===== src/rtl/tpu_pkg.sv =====
// Shared types and helpers for the TPU tile sequencer and its sibling controllers.
//   ADDR_W         : width of one memory row address
//   TILE_CNT_W     : width of the tile counter / tile count field
//   MAX_LANES      : widest replicated address bus replicate_addr can build
//   seq_state_e    : sequencer FSM state encoding
//   seq_cmd_t      : one tile-operation command as offered on the command port
//   replicate_addr : copies one row address into every lane of a bus
package tpu_pkg;

  localparam int unsigned ADDR_W     = 8;
  localparam int unsigned TILE_CNT_W = 4;
  localparam int unsigned MAX_LANES  = 64;

  typedef enum logic [2:0] {
    ST_IDLE         = 3'd0,
    ST_FILL         = 3'd1,
    ST_FILL_WAIT    = 3'd2,
    ST_DRAIN        = 3'd3,
    ST_COMPUTE      = 3'd4,
    ST_COMPUTE_WAIT = 3'd5,
    ST_NEXT         = 3'd6,
    ST_ERROR        = 3'd7
  } seq_state_e;

  typedef struct packed {
    logic [ADDR_W-1:0]     weight_base;
    logic [ADDR_W-1:0]     input_base;
    logic [ADDR_W-1:0]     output_base;
    logic [TILE_CNT_W-1:0] num_tiles;
    logic                  reuse_weights;
  } seq_cmd_t;

  // Callers size-cast the result down to their own lane count (<= MAX_LANES).
  function automatic logic [MAX_LANES*ADDR_W-1:0] replicate_addr(input logic [ADDR_W-1:0] addr);
    return {MAX_LANES{addr}};
  endfunction

endpackage


===== src/rtl/seq_timeout_counter.sv =====
// Wait-state watchdog shared by the sequencing controllers.
//   clk, reset : clock, asynchronous active-low reset
//   clear      : restart the count at zero (takes priority over enable)
//   enable     : count this cycle
//   expired    : the count currently held equals TIMEOUT_CYCLES-1
module seq_timeout_counter #(
  parameter int unsigned TIMEOUT_CYCLES = 1024
) (
  input  logic clk,
  input  logic reset,
  input  logic clear,
  input  logic enable,
  output logic expired
);

  localparam int unsigned CNT_W = (TIMEOUT_CYCLES > 1) ? $clog2(TIMEOUT_CYCLES) : 1;
  localparam logic [CNT_W-1:0] LIMIT = CNT_W'(TIMEOUT_CYCLES - 1);

  logic [CNT_W-1:0] count_q;
  logic [CNT_W-1:0] count_d;

  // Saturate at the limit so a caller that lingers never sees a wrapped count.
  always_comb begin
    count_d = count_q;
    if (clear) begin
      count_d = '0;
    end else if (enable && (count_q != LIMIT)) begin
      count_d = count_q + CNT_W'(1);
    end
  end

  // expired is registered alongside the count it describes.
  always_ff @(posedge clk or negedge reset) begin
    if (!reset) begin
      count_q <= '0;
      expired <= 1'b0;
    end else begin
      count_q <= count_d;
      expired <= (count_d == LIMIT);
    end
  end

endmodule


===== src/rtl/tpu_sequencer.sv =====
// Command-driven tile sequencer for the systolic-array top level: weight load into
// the FIFOs, FIFO drain into the array, compute, then output writeback, per tile.
//   clk, reset                    : clock, asynchronous active-low reset
//   cmd_valid / cmd_ready         : command handshake (ready only in IDLE)
//   cmd_*                         : first-tile bases, tile count minus 1, weight reuse
//   mem_to_fifo_done,
//   fifo_to_arr_done, output_done : level completion indications from top
//   fill_fifo, drain_fifo, active : mutually exclusive strobes to top
//   *_addr_base                   : current row bases replicated per lane
//   busy, done, err, tile_idx     : status (done is a pulse, err is sticky)
module tpu_sequencer
  import tpu_pkg::*;
#(
  parameter int unsigned WIDTH_HEIGHT   = 16,
  parameter int unsigned TIMEOUT_CYCLES = 1024
) (
  input  logic                           clk,
  input  logic                           reset,
  input  logic                           cmd_valid,
  output logic                           cmd_ready,
  input  logic [ADDR_W-1:0]              cmd_weight_base,
  input  logic [ADDR_W-1:0]              cmd_input_base,
  input  logic [ADDR_W-1:0]              cmd_output_base,
  input  logic [TILE_CNT_W-1:0]          cmd_num_tiles,
  input  logic                           cmd_reuse_weights,
  input  logic                           mem_to_fifo_done,
  input  logic                           fifo_to_arr_done,
  input  logic                           output_done,
  output logic                           fill_fifo,
  output logic                           drain_fifo,
  output logic                           active,
  output logic [WIDTH_HEIGHT*ADDR_W-1:0] weightMem_rd_addr_base,
  output logic [WIDTH_HEIGHT*ADDR_W-1:0] inputMem_rd_addr_base,
  output logic [WIDTH_HEIGHT*ADDR_W-1:0] outputMem_wr_addr_base,
  output logic                           busy,
  output logic                           done,
  output logic                           err,
  output logic [TILE_CNT_W-1:0]          tile_idx
);

  localparam int unsigned BUS_W = WIDTH_HEIGHT * ADDR_W;
  localparam logic [ADDR_W-1:0] ADDR_STEP = ADDR_W'(WIDTH_HEIGHT);

  seq_cmd_t   cmd;
  seq_state_e state_q;
  seq_state_e state_d;

  logic [ADDR_W-1:0]     weight_addr_q, weight_addr_d;
  logic [ADDR_W-1:0]     input_addr_q, input_addr_d;
  logic [ADDR_W-1:0]     output_addr_q, output_addr_d;
  logic [TILE_CNT_W-1:0] num_tiles_q, num_tiles_d;
  logic [TILE_CNT_W-1:0] tile_idx_d;

  logic fill_d, drain_d, active_d, ready_d, busy_d, done_d, err_d;
  logic accept, last_tile, in_wait, timer_clear, timer_expired;

  assign cmd = '{
    weight_base:   cmd_weight_base,
    input_base:    cmd_input_base,
    output_base:   cmd_output_base,
    num_tiles:     cmd_num_tiles,
    reuse_weights: cmd_reuse_weights
  };

  // cmd_ready is a registered decode of IDLE, so it doubles as the IDLE qualifier.
  assign accept    = cmd_valid && cmd_ready;
  assign last_tile = (tile_idx == num_tiles_q);
  assign in_wait   = (state_q == ST_FILL_WAIT) || (state_q == ST_DRAIN) ||
                     (state_q == ST_COMPUTE_WAIT);
  // Every state change restarts the watchdog, which covers each wait-state entry.
  assign timer_clear = (state_d != state_q);

  seq_timeout_counter #(
    .TIMEOUT_CYCLES(TIMEOUT_CYCLES)
  ) u_timeout (
    .clk    (clk),
    .reset  (reset),
    .clear  (timer_clear),
    .enable (in_wait),
    .expired(timer_expired)
  );

  // State register.
  always_ff @(posedge clk or negedge reset) begin
    if (!reset) begin
      state_q <= ST_IDLE;
    end else begin
      state_q <= state_d;
    end
  end

  // Next state plus next values of every registered output and datapath register.
  always_comb begin
    state_d       = state_q;
    weight_addr_d = weight_addr_q;
    input_addr_d  = input_addr_q;
    output_addr_d = output_addr_q;
    num_tiles_d   = num_tiles_q;
    tile_idx_d    = tile_idx;
    err_d         = err;

    case (state_q)
      ST_IDLE: begin
        if (accept) begin
          // Weight reuse only ever skips the load of the first tile.
          state_d       = cmd.reuse_weights ? ST_COMPUTE : ST_FILL;
          weight_addr_d = cmd.weight_base;
          input_addr_d  = cmd.input_base;
          output_addr_d = cmd.output_base;
          num_tiles_d   = cmd.num_tiles;
          tile_idx_d    = '0;
          err_d         = 1'b0;
        end
      end
      ST_FILL: state_d = ST_FILL_WAIT;
      // A done arriving together with expiry wins over the timeout.
      ST_FILL_WAIT: begin
        if (mem_to_fifo_done)   state_d = ST_DRAIN;
        else if (timer_expired) state_d = ST_ERROR;
      end
      ST_DRAIN: begin
        if (fifo_to_arr_done)   state_d = ST_COMPUTE;
        else if (timer_expired) state_d = ST_ERROR;
      end
      ST_COMPUTE: state_d = ST_COMPUTE_WAIT;
      ST_COMPUTE_WAIT: begin
        if (output_done)        state_d = ST_NEXT;
        else if (timer_expired) state_d = ST_ERROR;
      end
      ST_NEXT: begin
        if (last_tile) begin
          state_d = ST_IDLE;
        end else begin
          state_d       = ST_FILL;
          tile_idx_d    = tile_idx + TILE_CNT_W'(1);
          weight_addr_d = weight_addr_q + ADDR_STEP;
          input_addr_d  = input_addr_q + ADDR_STEP;
          output_addr_d = output_addr_q + ADDR_STEP;
        end
      end
      ST_ERROR: state_d = ST_IDLE;
      default:  state_d = ST_IDLE;
    endcase

    if (state_d == ST_ERROR) begin
      err_d = 1'b1;
    end

    // Strobes follow the registered state, never the done inputs directly.
    fill_d   = (state_d == ST_FILL);
    drain_d  = (state_d == ST_DRAIN);
    active_d = (state_d == ST_COMPUTE);
    ready_d  = (state_d == ST_IDLE);
    busy_d   = (state_d != ST_IDLE);
    done_d   = (state_d == ST_NEXT) && (state_q == ST_COMPUTE_WAIT) && last_tile;
  end

  // Output and datapath registers.
  always_ff @(posedge clk or negedge reset) begin
    if (!reset) begin
      fill_fifo     <= 1'b0;
      drain_fifo    <= 1'b0;
      active        <= 1'b0;
      cmd_ready     <= 1'b1;
      busy          <= 1'b0;
      done          <= 1'b0;
      err           <= 1'b0;
      tile_idx      <= '0;
      num_tiles_q   <= '0;
      weight_addr_q <= '0;
      input_addr_q  <= '0;
      output_addr_q <= '0;
    end else begin
      fill_fifo     <= fill_d;
      drain_fifo    <= drain_d;
      active        <= active_d;
      cmd_ready     <= ready_d;
      busy          <= busy_d;
      done          <= done_d;
      err           <= err_d;
      tile_idx      <= tile_idx_d;
      num_tiles_q   <= num_tiles_d;
      weight_addr_q <= weight_addr_d;
      input_addr_q  <= input_addr_d;
      output_addr_q <= output_addr_d;
    end
  end

  assign weightMem_rd_addr_base = BUS_W'(replicate_addr(weight_addr_q));
  assign inputMem_rd_addr_base  = BUS_W'(replicate_addr(input_addr_q));
  assign outputMem_wr_addr_base = BUS_W'(replicate_addr(output_addr_q));

endmodule


===== config.mk =====
export PLATFORM = sky130hd
export DESIGN_NAME = tpu_sequencer
export DESIGN_NICKNAME = d
export VERILOG_FILES = /design/src/rtl/tpu_pkg.sv /design/src/rtl/seq_timeout_counter.sv /design/src/rtl/tpu_sequencer.sv
export SDC_FILE = /design/constraint.sdc
export NUM_CORES = 1
export LEC_CHECK = 0
export BUFFER_PORTS_ARGS = -buffer_cell sky130_fd_sc_hd__buf_2
export CAP_MARGIN = 20
export CORE_AREA = 5 5 165 167
export DETAILED_ROUTE_END_ITERATION = 10
export DIE_AREA = 0 0 170 172
export RECOVER_POWER = 50
export SLEW_MARGIN = 5
export SYNTH_ARGS = -nofsm -noshare
export SYNTH_HDL_FRONTEND = slang
export SYNTH_SLANG_ARGS = --single-unit

===== constraint.sdc =====
create_clock -name clk -period 2.6 [get_ports clk]
set_input_delay 0 -clock clk [delete_from_list [all_inputs] [get_ports clk]]
set_output_delay 0 -clock clk [all_outputs]
set_load 0.01 [all_outputs]

==> flow_summary_export.csv <==
group,metric,value,unit
outcome,outcome,"finished with violations",
outcome,violations,"max-capacitance violations, max-slew violations",
flow_run,cap_violations,1,
route,antenna_left,0,
logic_synthesis,syn_nets,697,
logic_synthesis,synth_top_area_share,50.0,%
min_path,hp-start,"cmd_input_base[6]",
logic_synthesis,seq_area_frac_synth,24.5,%
power,p_leak,0.00258,uW
sta,slew_violations,29,
min_path,worstHoldPathType,"in2reg",
cells_and_area,syn_to_final_growth,0.740,%
sta,min_period_over_period,90.5,%
setup_path,cp-end-kind,"flop",
cells_and_area,fin_nets,794,
grt,grt_max_degree,29,
placed_design,place_ws,0.282,ns
logic_synthesis,syn_avg_cell_area,8.23,sq um
route,wirelength,14200,um
logic_synthesis,netlist_instances,657,
sta,tightest_slew,1.61,ns
sta,hold_viol,0,
setup_path,rrSetupSlack,0.25,ns
logic_synthesis,ys.warnings.count,0,
placed_design,postPlaceCellArea,5270,sq um
power,p_per_area,1440,nW/um^2
grt,antenna_found_initial,1,
logic_synthesis,synth-main-ff-cell,"dfrtp_1",
logic_synthesis,synth-async-reset-ratio,100,%
setup_path,r2r_start,"u_timeout.count_q[0]",
grt,track_usage,8.01,%
logic_synthesis,synth-edff-count,0,
placed_design,io_buffers,429,
sta,period_minus_slack,2.35,ns
sta,finClkSkew,0.00803,ns
min_path,holdPathStages,3,
logic_synthesis,syn_area,5410,sq um
logic_synthesis,synth.area.top_cells,"buf_4 (50%), dfrtp_1 (24%), nand2_1 (4.9%), a21oi_1 (1.9%), o21ai_0 (1.6%)",
logic_synthesis,yosysUniqueCellTypes,51,
setup_path,arrival,2.55,ns
route,wl_per_cell,13.0,um
setup_path,worstReg2RegEnd,"u_timeout.expired",
sta,setup-tns-final,0,ns
floorplan,initial_core_util,21.1,%
setup_path,critical_path.max_fanout,9,
setup_path,path_class,"reg2reg",
clock_network,postCtsSetupBuffers,0,
floorplan,die_area,29200,sq um
grt,grt_first_pass_wirelength,18500,um
route,drcViolationCount,0,
grt,grt_overflow,0,
clock_network,cts.repair.resized,0,
logic_synthesis,yosysTopAreaCell,"buf_4",
setup_path,ff2ff_path_depth,6,
clock_network,cts_max_path_buffers,2,
floorplan,die_x,170,um
setup_path,worstSetupStartpointType,"flop",
sta,rsz0062_at_grt,"false",
min_path,hold_end,"input_addr_q[6]",
placed_design,hpwl,11000,um
cells_and_area,final_cell_area,5450,sq um
route,num_vias,3989,
clock_network,clkTransAtPathRegs,0.08,ns
clock_network,cts_buffers,5,
floorplan,io_pins,430,
cells_and_area,post-route-util,21.3,%
route,viasPerCell,3.66,
route,drtIter0Drc,191,
cells_and_area,drive_above_1_share,33.6,%
placed_design,gp_congestion,0.850,
clock_network,h-tree-depth,2,
cells_and_area,diodes,0,
floorplan,fp.dieH,172,um
setup_path,critPathRequiredTime,2.80,ns
clock_network,clk_latency,0.31,ns
logic_synthesis,synth-seq-cells,53,
clock_network,cts_tree,"built",
clock_network,clock-sinks,53,
clock_network,cts_root_buf,"clkbuf_16",
sta,worst_slack,0.247,ns
floorplan,coreArea,25600,sq um
floorplan,num_rows,59,
sta,slew_headroom,-7.42,%
sta,setup_viol,0,
logic_synthesis,synthTopCellsByCount,"buf_4 (360), nand2_1 (71), dfrtp_1 (52)",
grt,grt_pass1_vias,3165,
power,power.total,7850,uW
power,vdd_ir_drop_max,0.570,mV
logic_synthesis,yosysMostFrequentCell,"buf_4",
sta,max_clock_freq,425,MHz
route,firstDrtPassIters,4,
-- how the worst max path moves through the flow --
stage | from | end | slack (ns)
after global routing | u_timeout.count_q[0] | u_timeout.expired | 0.11
after CTS | u_timeout.count_q[0] | u_timeout.expired | 0.26
after detailed placement | u_timeout.count_q[0] | u_timeout.expired | 0.28
after global placement | u_timeout.count_q[0] | u_timeout.expired | 0.32
after floorplan | u_timeout.count_q[0] | u_timeout.expired | 0.41
final | u_timeout.count_q[0] | u_timeout.expired | 0.25
-- power by group --
group | leakage, uW | internal (uW) | total, uW | switching, uW
Clock | 0.0000763 | 371 | 745 | 373
Sequential | 0.000668 | 1120 | 2020 | 898
Combinational | 0.00183 | 1920 | 5090 | 3170
Total | 0.00258 | 3410 | 7850 | 4440
-- layer usage --
layer | up-vias | wire length [um] | GRT usage [%]
li1 | 1942 | - | -
met1 | 1832 | 5990 | 11.0
met2 | 203 | 6810 | 12.8
met3 | 10 | 1230 | 1.42
met4 | 2 | 161 | 2.50
met5 | - | 13 | 0
-- kinds of logic (layout without fill, tap and decap cells) --
family | Yosys count | after routing | share of synthesized area [%]
AO/OA/AOI/OAI | 60 | 60 | 7.22
XOR/XNOR | 11 | 11 | 1.78
AND/OR/NAND/NOR | 144 | 144 | 12.9
flip-flops | 53 | 53 | 24.5
multiplexers | 5 | 5 | 0.925
buffers and inverters | 379 | 477 | 51.5
adder cells (fa/ha/maj) | 5 | 5 | 1.16
-- area by class of cell --
type                            count  area [sq um]
Clock buffer                        5           125
Fill cell                        2968         20200
Inverter                            5          18.8
Clock inverter                      3          28.8
Sequential cell                    53          1330
Tap cell                          335           419
Timing Repair Buffer              464          2230
Multi-Input combinational cell    225          1300
-- metrics by stage --
stage,instances,hold slack (ns)
CTS,1090,0.0190
global placement,1054,0.0868
detailed placement,1054,0.0877
finish,1090,0.0393
floorplan,657,-0.296
global route,1090,0.0468
-- placed cells by master, fill, tap and decap left out, types with 9 or more instances in the layout --
cell	Yosys	layout
buf_2	3	231
clkbuf_1	9	198
nand2_1	71	71
dfrtp_1	52	52
dlygate4sd3_1	0	28
a21oi_1	21	21
nor2_1	17	17
o21ai_0	17	17
nand3_1	11	11
xor2_1	9	9
-- timing repair --
| action | CTS | global route |
|---|---|---|
| hold endpoints to repair | 52 | 0 |
| hold buffers | 28 | 0 |
| endpoints found under the setup margin | 0 | 0 |
-- flip-flops by register name, indices dropped and copies added, names as in the netlist, 3 cells and up --
register           cells
u_timeout.count_q     10
input_addr_q           8
output_addr_q          8
weight_addr_q          8
num_tiles_q            4
tile_idx               4
state_q                3
-- critical path: stages, from the launching register on --
cell       delay [ns]
dfrtp_1          0.45
ha_1             0.26
nand2_1          0.15
or4_4            0.60
a32oi_1          0.26
o221ai_1         0.17
a2111oi_2        0.34
Power figures use the tool's default switching activity.
